===== src/rtl/demux2_fifo.sv =====
// 1-to-2 demultiplexer with one FIFO per destination. Each beat is steered by
// in_s into its destination FIFO, so a stalled consumer only blocks its own stream.
module demux2_fifo #(
    parameter int WIDTH = 32,
    parameter int DEPTH = 2,
    parameter int AW    = 1
) (
    input  logic             clk,
    input  logic             rst_n,
    input  logic             flush,
    input  logic [WIDTH-1:0] in_data,
    input  logic             in_s,
    input  logic             in_valid,
    output logic             in_ready,
    output logic [WIDTH-1:0] out0_data,
    output logic             out0_valid,
    input  logic             out0_ready,
    output logic [WIDTH-1:0] out1_data,
    output logic             out1_valid,
    input  logic             out1_ready,
    output logic [AW:0]      cnt0,
    output logic [AW:0]      cnt1
);

    logic [WIDTH-1:0] r_mem  [2][DEPTH];
    logic [AW-1:0]    r_wptr [2];
    logic [AW-1:0]    r_rptr [2];
    logic [AW:0]      r_cnt  [2];

    logic [1:0] w_full;
    logic [1:0] w_valid;
    logic [1:0] w_push;
    logic [1:0] w_pop;

    // in_ready looks only at the selected FIFO's registered count, never at the
    // consumer readies, so a same-cycle pop cannot open a slot on a full FIFO.
    assign w_full[0]  = (r_cnt[0] == (AW+1)'(DEPTH));
    assign w_full[1]  = (r_cnt[1] == (AW+1)'(DEPTH));
    assign w_valid[0] = (r_cnt[0] != '0);
    assign w_valid[1] = (r_cnt[1] != '0);
    assign in_ready   = ~w_full[in_s] & ~flush;

    assign w_push[0] = in_valid & in_ready & ~in_s;
    assign w_push[1] = in_valid & in_ready &  in_s;
    assign w_pop[0]  = w_valid[0] & out0_ready;
    assign w_pop[1]  = w_valid[1] & out1_ready;

    always_ff @(posedge clk) begin
        for (int d = 0; d < 2; d++) begin
            if (w_push[d]) begin
                r_mem[d][r_wptr[d]] <= in_data;
            end
        end
    end

    // Flush wins over any push or pop presented in the same cycle.
    always_ff @(posedge clk or negedge rst_n) begin
        if (!rst_n) begin
            for (int d = 0; d < 2; d++) begin
                r_wptr[d] <= '0;
                r_rptr[d] <= '0;
                r_cnt[d]  <= '0;
            end
        end else if (flush) begin
            for (int d = 0; d < 2; d++) begin
                r_wptr[d] <= '0;
                r_rptr[d] <= '0;
                r_cnt[d]  <= '0;
            end
        end else begin
            for (int d = 0; d < 2; d++) begin
                if (w_push[d]) begin
                    r_wptr[d] <= r_wptr[d] + AW'(1);
                end
                if (w_pop[d]) begin
                    r_rptr[d] <= r_rptr[d] + AW'(1);
                end
                if (w_push[d] && !w_pop[d]) begin
                    r_cnt[d] <= r_cnt[d] + (AW+1)'(1);
                end else if (!w_push[d] && w_pop[d]) begin
                    r_cnt[d] <= r_cnt[d] - (AW+1)'(1);
                end
            end
        end
    end

    assign out0_valid = w_valid[0];
    assign out1_valid = w_valid[1];
    assign out0_data  = w_valid[0] ? r_mem[0][r_rptr[0]] : '0;
    assign out1_data  = w_valid[1] ? r_mem[1][r_rptr[1]] : '0;
    assign cnt0       = r_cnt[0];
    assign cnt1       = r_cnt[1];

endmodule


===== config.mk =====
export PLATFORM = sky130hd
export DESIGN_NAME = demux2_fifo
export DESIGN_NICKNAME = d
export VERILOG_FILES = /design/src/rtl/demux2_fifo.sv
export SDC_FILE = /design/constraint.sdc
export NUM_CORES = 1
export LEC_CHECK = 0
export CORE_MARGIN = 10
export CORE_UTILIZATION = 25
export DETAILED_ROUTE_END_ITERATION = 16
export GPL_TIMING_DRIVEN = 0
export HOLD_SLACK_MARGIN = 0.08
export PLACE_DENSITY = 0.47
export SETUP_SLACK_MARGIN = 0.4
export SYNTH_ARGS = -nofsm -noshare
export SYNTH_HDL_FRONTEND = slang
export SYNTH_SLANG_ARGS = --single-unit
export TNS_END_PERCENT = 20

===== constraint.sdc =====
create_clock -name clk -period 7.8 [get_ports clk]
set_clock_uncertainty 0.05 [all_clocks]
set_input_delay 1.56 -clock clk [delete_from_list [all_inputs] [get_ports clk]]
set_output_delay 1.56 -clock clk [all_outputs]
set_load 0.005 [all_outputs]

== Yosys cells after proc, flatten, opt, wreduce, memory -nomap -nowiden ==
Memory sizes are Yosys's and may differ from the RTL's.
Index checks and enable logic that the tools add are counted.

* Register bits after elaboration: 8
* Memory bits (writable): 128
* Output and inout bits: 71
* Word-level logic and storage cells: 88
* Memories kept: 1

* Add/subtract/negate cells: 8
* Order comparisons: 7
* Eq/ne operators: 2
* Muxes and demuxes: 32
* Bitwise gates (word level): 13
* Reduce and logical (&&, ||, !) cells: 19

{| class="wikitable"
|+ Memories
! name !! words !! width !! rd ports !! clocked after Yosys merged registers in !! write ports !! line !! source
|-
| r_mem || 2 || 64 || 2 || 0 || 1 || 25 || <nowiki>logic [WIDTH-1:0] r_mem [2][DEPTH];</nowiki>
|}

{| class="wikitable"
|+ Operators with widths
! kind !! number
|-
| $mux W32 || 10
|-
| $mux W64 || 4
|-
| $demux W32 S1 || 2
|-
| $reduce_or A64 Y1 || 1
|-
| $mux W2 || 6
|-
| $reduce_bool A2 Y1 || 6
|-
| $mux W1 || 9
|-
| $ge A2 B2 Y1 const B || 4
|-
| $not A1 Y2 || 4
|-
| $and A1 B1 Y1 || 6
|-
| $logic_and A1 B1 Y1 || 6
|-
| $reduce_bool A3 Y1 || 2
|-
| $add A1 B1 Y1 const B || 4
|-
| $add A2 B1 Y2 const B || 2
|-
| $eq A2 B2 Y1 const B || 2
|-
| $logic_not A1 Y1 || 4
|-
| $lt A2 B1 Y1 const B || 2
|-
| $mux W4 || 1
|-
| $sub A2 B1 Y2 const B || 2
|-
| $not A1 Y1 || 3
|-
| $lt A1 B2 Y1 const B || 1
|}

== Logic depth before layout (Yosys ltp) ==
Gate-level depths: netlist (run 1).

* Depth after elaboration: 12
* Gate-level depth with buffers: 4
* Mapped depth without buffers: 3

== Least setup slack after synthesis (run 1) ==
Ideal clock, no wire load.

* Path type: input port to flip-flop
* Start: input in_s
* End: memory r_mem[0][0] in the netlist's numbering, enable pin
* Library setup time: 513 ps
* Arrival time: 5144 ps
* Data required time: 7237 ps
* Slack: 2093 ps
* Stages: 2
* Cell sequence: buf_2 -> nor4b_1

* Word-level cells in the longest chain between the ends: 10

{| class="wikitable"
|+ RTL lines
! element !! line !! source
|-
| start, declared || 12 || <nowiki>input logic in_s,</nowiki>
|-
| $mux W1 (not written as such) (2 in series) || 41 || <nowiki>assign in_ready = ~w_full[in_s] & ~flush;</nowiki>
|-
| $not A1 Y1 || 41 ||
|-
| $and A1 B1 Y1 || 41 ||
|-
| $and A1 B1 Y1 || 43, 44 ||
|-
| $and A1 B1 Y1 || 44 || <nowiki>assign w_push[1] = in_valid & in_ready & in_s;</nowiki>
|-
| $mux W1 || 50 || <nowiki>if (w_push[d]) begin</nowiki>
|-
| $mux W64 (not written as such) || 51 || <nowiki>r_mem[d][r_wptr[d]] <= in_data;</nowiki>
|-
| $reduce_or A64 Y1 (no source line) || - ||
|-
| $mux W1 (no source line) or $mux W64 (tied branches) || - ||
|-
| end, declared || 25 ||
|}

Parallel ways exist; a longest one is shown, timed or not. The select of a mux whose other input is x is not followed.

== Worst setup path after layout (run 1) ==
* Start: input in_s
* End: output in_ready

* Word-level cells in the longest chain between the ends: 4

{| class="wikitable"
|+ RTL lines
! element !! line !! source
|-
| $mux W1 (not written as such) (2 in series) || 41 ||
|-
| $not A1 Y1 || 41 ||
|-
| $and A1 B1 Y1 || 41 ||
|-
| end, declared || 14 || <nowiki>output logic in_ready,</nowiki>
|}

No other way between the ends. The select of a mux whose other input is x is not followed.

==> load_flow_metrics.sql, run 1 <==
INSERT INTO impl_metrics (metric_group, metric, value, unit) VALUES
('die', 'design.portCount', '110', ''),
('status', 'run_status', 'completed', ''),
('synthesis', 'ys_ff_latch', '136', ''),
('hold_path', 'hold_class', 'reg -> reg', ''),
('cts', 'cts.htree.levels', '4', ''),
('synthesis', 'ys_top_cells_by_area', 'sky130_fd_sc_hd__edfxtp_1 (72%), sky130_fd_sc_hd__mux2i_1 (12%), sky130_fd_sc_hd__nor2_1 (5.0%), sky130_fd_sc_hd__dfrtp_1 (3.8%), sky130_fd_sc_hd__buf_2 (0.85%)', ''),
('timing', 'number_of_setup_violations_in_the_final_report', '0', ''),
('final_layout', 'design_area', '7510', 'um^2'),
('power', 'total_power', '1.82', 'mW'),
('synthesis', 'yosys.cell_count.top_type', 'sky130_fd_sc_hd__edfxtp_1', ''),
('die', 'floorplan.initialDensity', '0.253', ''),
('final_layout', 'multiInputGateArea', '1180', 'um^2'),
('drt', 'drt_pre_antenna_iters', '4', ''),
('synthesis', 'synth_seq_area_share', '0.762', ''),
('grt', 'number_of_antenna_violations_at_the_first_check_in_global_routing', '1', ''),
('synthesis', 'synth_enable_flop_cells', '128', ''),
('power', 'power.leakage', '2.46', 'nW'),
('synthesis', 'synth_commonest_cells', 'sky130_fd_sc_hd__edfxtp_1 (128), sky130_fd_sc_hd__nor2_1 (71), sky130_fd_sc_hd__mux2i_1 (64)', ''),
('cts', 'clock_tree.buffer_depth', '2', ''),
('die', 'coreArea', '21000', 'um^2'),
('power', 'power.density_cell_area', '242', 'nW/um^2'),
('synthesis', 'synthesis.yosys.warnings', '0', ''),
('synthesis', 'synth_area', '5310', 'um^2'),
('worst_setup_path', 'timing.critical_path.fanout_max', '10', ''),
('die', 'die_h', '166', 'um'),
('synthesis', 'synth.lib_cells_used.distinct', '29', ''),
('power', 'vdd_drop_max', '0.000138', 'V'),
('drt', 'wl_per_cell', '18.3', 'um'),
('synthesis', 'post-synth-top-area-fraction', '0.725', ''),
('drt', 'drc', '0', ''),
('timing', 'max_slew_headroom', '0.528', ''),
('grt', 'grt_max_degree', '20', ''),
('worst_setup_path', 'timing.setup.critical_path_class', 'in -> out', ''),
('timing', 'timing.hold.ws', '0.545', 'ns'),
('timing', 'final_clock_period_utilization_by_the_worst_path', '0.609', ''),
('cts', 'post_cts.resized_instances', '0', ''),
('worst_setup_path', 'cp_data_required_time', '6.19', 'ns'),
('timing', 'finalCriticalPeriod', '4.75', 'ns'),
('cts', 'tritoncts.num_buffers', '17', ''),
('final_layout', 'layout.core_utilization', '0.358', ''),
('final_layout', 'register_area', '4040', 'um^2'),
('timing', 'unrepaired_setup_endpoints_after_global_routing', 'no', ''),
('place', 'detailed_place_hpwl', '9700', 'um'),
('timing', 'final_hold_viol_count', '0', ''),
('die', 'rows', '53', ''),
('place', 'place_area', '6880', 'um^2'),
('final_layout', 'area_delta_synth_final', '41.6', '%'),
('die', 'die_area', '27400', 'um^2'),
('synthesis', 'synthArstFlopShare', '0.0588', ''),
('drt', 'finalWirelength', '13800', 'um'),
('drt', 'detailroute.via_count', '3152', ''),
('cts', 'clkTransAtPathRegs', '0.06', 'ns'),
('drt', 'ant_nets', '0', ''),
('timing', 'max_slew.worst_pin.slew', '0.702', 'ns'),
('place', 'gp_congestion', '0.689', ''),
('synthesis', 'synthCells', '327', ''),
('grt', 'grtUsageTotal', '0.100', ''),
('cts', 'clock_tree_from_tritoncts', 'built', ''),
('cts', 'cts_sinks', '136', ''),
('cts', 'clock_insertion_delay_worst_skew', '0.41', 'ns'),
('synthesis', 'post_synth.cell_area_avg', '16.2', 'um^2'),
('cts', 'root_buffer', 'sky130_fd_sc_hd__clkbuf_16', ''),
('drt', 'drt_via_density', '4.17', ''),
('worst_setup_path', 'critical_path_arrival', '3.14', 'ns'),
('final_layout', 'share_of_post_route_cells_with_drive_strength_above_1', '0.131', ''),
('cts', 'postCtsHoldBufs', '0', ''),
('synthesis', 'synthDominantAreaCellType', 'sky130_fd_sc_hd__edfxtp_1', ''),
('place', 'port_buffers', '109', ''),
('worst_setup_path', 'timing.critical_path.to_type', 'output port', ''),
('final_layout', 'filler_cell_count', '2053', ''),
('die', 'dieWidth', '166', 'um');
cell type report:
type / count / area share
inverter: 3 / 0.00150
multi-input combinational: 172 / 0.158
tap: 275 / 0.0458
antenna: 1 / 0.000333
buffer: 16 / 0.0125
timing repair buffer: 121 / 0.161
clock buffer: 17 / 0.0566
clock inverter: 15 / 0.0265
sequential: 136 / 0.538
where the power goes:
part           switching, mW  total [mW]  internal (mW)
Combinational         0.0755       0.155         0.0792
Clock                  0.308       0.844          0.536
Sequential           0.00536       0.822          0.816
sequential cells by signal, summed over array words and instances (netlist names):
register	count
cnt0	2
r_wptr	2
cnt1	2
r_rptr	2
r_mem	128
layout by cell type (no fill, tap or decap), drive strengths merged, types with 2 or more instances in the layout:
cell | Yosys | layout
clkinvlp | 0 | 3
xor2 | 2 | 2
clkbuf | 1 | 18
o21ai | 4 | 4
dfrtp | 8 | 8
edfxtp | 128 | 128
mux2i | 64 | 64
clkinv | 0 | 4
nor2 | 71 | 71
nand2 | 2 | 2
a31oi | 3 | 3
buf | 15 | 27
nor2b | 5 | 5
or3 | 2 | 2
bufinv | 0 | 4
a21oi | 3 | 3
nand3b | 3 | 3
inv | 3 | 7
nand2b | 2 | 2
clkdlybuf4s50 | 0 | 109
worst max-delay path, stage by stage:
cell and delay [ns]:
sky130_fd_sc_hd__clkdlybuf4s50_1 0.49, sky130_fd_sc_hd__buf_2 0.22, sky130_fd_sc_hd__nor2b_1 0.09, sky130_fd_sc_hd__a211oi_1 0.22, sky130_fd_sc_hd__clkdlybuf4s50_1 0.55
worst paths after layout:
path,to,start,cells past startpoint,slack [ns]
min,r_wptr[1],r_wptr[1],2,0.55
max reg2reg,r_mem[0][13],cnt0[1],5,5.54
max,in_ready,in_s,5,3.05
min reg2reg,r_wptr[1],r_wptr[1],2,0.55
min in group asynchronous,cnt0[1],rst_n,1,1.40
max in group asynchronous,r_rptr[0],rst_n,1,6.02
cell families (layout without fill, tap and decap cells):
group                  Yosys count  in the layout  synth area share
other                            0              1                 0
buffers and inverters           19            172            0.0198
XOR/XNOR                         2              2           0.00330
AO/OA/AOI/OAI                   16             16            0.0191
AND/OR/NAND/NOR                 90             90            0.0748
multiplexers                    64             64             0.121
flip-flops                     136            136             0.762
through the flow:
step	cells	setup slack [ns]
5_1_grt	755	2.96
3_3_place_gp	711	-1.55
6_report	756	3.05
4_1_cts	755	3.05
3_5_place_dp	723	3.08
2_1_floorplan	327	2.09
routing by layer:
| layer | GRT usage | share of wire | wire length [um] |
|---|---|---|---|
| met2 | 0.165 | 0.49 | 6830 |
| met3 | 0.0357 | 0.055 | 757 |
| met4 | 0.0324 | 0.010 | 140 |
| met5 | 0 | 0 | 0 |
| met1 | 0.119 | 0.44 | 6080 |
Power figures use the tool's default switching activity.
==> run 2, diff against run 1 <==
==> constraint.sdc (replaced) <==
create_clock -name clk -period 4.4 [get_ports clk]
set_clock_uncertainty 0.05 [all_clocks]
set_input_delay 0.88 -clock clk [delete_from_list [all_inputs] [get_ports clk]]
set_output_delay 0.88 -clock clk [all_outputs]
set_load 0.005 [all_outputs]
==> run 2 against run 1 <==
Net effect:
- first-iteration DRC count grew 10%
- sequential share of layout area up 0.40 points
- count of clock-buffer cells in the layout unchanged
- largest power group is now registers
- critical path type unchanged
==> load_flow_metrics.sql, run 2 (same netlist as run 1, synthesis figures left out) <==
INSERT INTO impl_metrics (metric_group, metric, value, unit) VALUES
('status', 'run_status', 'completed', ''),
('cts', 'clkTransAtPathRegs', '0.06', 'ns'),
('power', 'clock_power_share', '0.432', ''),
('timing', 'finalCriticalPeriod', '3.41', 'ns'),
('grt', 'number_of_global_route_vias_before_repair', '3467', ''),
('worst_setup_path', 'timing.setup.critical_path_class', 'in -> out', ''),
('cts', 'postCtsHoldBufs', '0', ''),
('die', 'coreArea', '21000', 'um^2'),
('place', 'detailed_place_hpwl', '9560', 'um'),
('cts', 'setup_buffers_after_cts', '0', ''),
('grt', 'grt_overflow', '0', ''),
('worst_setup_path', 'critical_path_arrival', '2.48', 'ns'),
('timing', 'final_clock_period_utilization_by_the_worst_path', '0.774', ''),
('final_layout', 'leading_cell_type_in_the_layout_fill_and_taps_excluded', 'sky130_fd_sc_hd__edfxtp_1', ''),
('timing', 'final_hold_viol_count', '0', ''),
('final_layout', 'number_of_nets_at_the_end_of_the_flow', '504', ''),
('timing', 'max_slew_headroom', '0.576', ''),
('timing', 'unrepaired_setup_endpoints_after_global_routing', 'no', ''),
('die', 'dieWidth', '166', 'um'),
('drt', 'detailedRoute.firstIterationViolations', '160', ''),
('worst_setup_path', 'timing.critical_path.fanout_max', '10', ''),
('drt', 'drt_pre_antenna_iters', '4', ''),
('timing', 'final_max_slew_viol_count', '0', ''),
('timing', 'final.setup.tns', '0', 'ns'),
('drt', 'detailroute.via_count', '3130', ''),
('place', 'placed_cells', '721', ''),
('final_layout', 'num_antenna_cells', '0', ''),
('grt', 'number_of_antenna_violations_at_the_first_check_in_global_routing', '1', ''),
('cts', 'tritoncts.num_buffers', '17', ''),
('drt', 'ant_nets', '0', ''),
('die', 'design.portCount', '110', ''),
('final_layout', 'final_cell_mix', 'sky130_fd_sc_hd__edfxtp_1 (128), sky130_fd_sc_hd__clkdlybuf4s50_1 (109), sky130_fd_sc_hd__nor2_1 (69)', ''),
('power', 'power_switching_share', '0.225', ''),
('cts', 'clock_tree.buffer_depth', '2', ''),
('timing', 'number_of_setup_violations_in_the_final_report', '0', ''),
('flow_run', 'cap_viol_max_count', '0', ''),
('final_layout', 'largest_register_ffs', '128', ''),
('drt', 'wl_per_cell', '18.5', 'um'),
('worst_setup_path', 'cp_data_required_time', '3.47', 'ns'),
('cts', 'post_cts.resized_instances', '0', ''),
('worst_setup_path', 'worst_setup_path_start_kind', 'primary input', ''),
('final_layout', 'area_delta_synth_final', '40.5', '%'),
('timing', 'achievable-frequency', '294', 'MHz'),
('power', 'total_net_switching_power', '685', 'uW'),
('grt', 'wire_length_of_the_first_global_routing_pass', '21100', 'um'),
('place', 'port_buffers', '109', ''),
('drt', 'met1_length', '5980', 'um'),
('cts', 'cts_sinks', '136', ''),
('worst_setup_path', 'timing.critical_path.to_type', 'output port', ''),
('place', 'gp_congestion', '0.682', ''),
('cts', 'clock_tree_from_tritoncts', 'built', ''),
('drt', 'drc', '0', ''),
('power', 'combinationalPowerShare', '0.091', ''),
('drt', 'top_layer_used', 'met5', ''),
('timing', 'max_slew.worst_pin.slew', '0.634', 'ns'),
('drt', 'met3_wirelength', '796', 'um'),
('final_layout', 'share_of_post_route_cells_with_drive_strength_above_1', '0.130', ''),
('cts', 'cts.htree.levels', '4', ''),
('final_layout', 'layout.core_utilization', '0.356', ''),
('cts', 'clock_insertion_delay_worst_skew', '0.41', 'ns'),
('drt', 'dr_wl_met2', '6930', 'um'),
('power', 'power.leakage', '2.42', 'nW'),
('grt', 'grt_max_degree', '19', ''),
('final_layout', 'filler_cell_count', '2061', ''),
('grt', 'grtUsageTotal', '0.102', ''),
('final_layout', 'final-instance-count-excl-fill', '753', ''),
('power', 'share_seq_of_total_power', '0.478', ''),
('die', 'die_area', '27400', 'um^2'),
('die', 'floorplan.initialDensity', '0.253', ''),
('power', 'cell_internal_pwr', '2.36', 'mW'),
('drt', 'drt_via_density', '4.16', ''),
('die', 'die_h', '166', 'um'),
('hold_path', 'hold_class', 'reg -> reg', ''),
('die', 'rows', '53', ''),
('power', 'vdd_drop_max', '0.000244', 'V'),
('power', 'power.density_cell_area', '409', 'nW/um^2'),
('drt', 'finalWirelength', '13900', 'um'),
('cts', 'root_buffer', 'sky130_fd_sc_hd__clkbuf_16', '');
[run 2: changes by cell type in the layout (fill, tap and decap cells not counted), moves of 2 or more]
cell	before	now
sky130_fd_sc_hd__buf_12	2	0
sky130_fd_sc_hd__buf_16	0	2
sky130_fd_sc_hd__buf_4	16	11
sky130_fd_sc_hd__buf_6	0	3
sky130_fd_sc_hd__bufinv_16	4	1
sky130_fd_sc_hd__clkinv_2	1	4
sky130_fd_sc_hd__clkinvlp_4	3	5
[run 2: worst paths after layout]
check                      startpoint       endpoint  slack [ns]  cells past startpoint
max                              in_s       in_ready        0.99                      5
min                         r_wptr[1]      r_wptr[1]        0.56                      2
max reg2reg                   cnt1[1]  r_mem[0][105]        2.15                      4
min reg2reg                 r_wptr[1]      r_wptr[1]        0.56                      2
max in group asynchronous       rst_n      r_rptr[0]        3.29                      1
min in group asynchronous       rst_n        cnt0[1]        0.71                      1
[run 2: final cells by class]
| class | instances | area, um^2 | share of cell area |
|---|---|---|---|
| sequential | 136 | 4040 | 0.542 |
| timing repair buffer | 119 | 1220 | 0.163 |
| multi-input combinational | 172 | 1190 | 0.160 |
| clock buffer | 17 | 425 | 0.0571 |
| tap | 275 | 344 | 0.0462 |
| clock inverter | 15 | 126 | 0.0170 |
| buffer | 16 | 93.8 | 0.0126 |
| inverter | 3 | 11.3 | 0.00151 |
[run 2: metrics by stage]
| stage | setup WS, ns | power, mW | hold slack [ns] | instance area, um^2 |
|---|---|---|---|---|
| 3_3_place_gp | -3.84 | 1.76 | 0.502 | 6750 |
| 2_1_floorplan | -0.392 | 1.59 | 0.485 | 5310 |
| 5_1_grt | 0.851 | 3.19 | 0.572 | 7450 |
| 6_report | 0.994 | 3.05 | 0.557 | 7450 |
| 3_5_place_dp | 1.02 | 1.77 | 0.550 | 6900 |
| 4_1_cts | 0.944 | 3.10 | 0.559 | 7450 |
[run 2: critical path, stage by stage]
cell	delay, ns
sky130_fd_sc_hd__clkdlybuf4s50_1	0.49
sky130_fd_sc_hd__buf_2	0.25
sky130_fd_sc_hd__nor2b_1	0.08
sky130_fd_sc_hd__a211oi_1	0.22
sky130_fd_sc_hd__clkdlybuf4s50_1	0.55
[run 2: power groups by stage]
stage          Sequential, mW  Combinational, mW  Clock (mW)
3_5_place_dp             1.48              0.286           0
3_3_place_gp             1.49              0.275           0
2_1_floorplan            1.48              0.111           0
4_1_cts                  1.46              0.288        1.36
6_report                 1.46              0.276        1.32
5_1_grt                  1.46              0.305        1.43
[run 2: routing by layer]
metal / GRT usage / vias to the layer above
li1: - / 1494
met1: 0.114 / 1548
met2: 0.173 / 71
met3: 0.0426 / 15
met4: 0.0308 / 2
met5: 0 / -
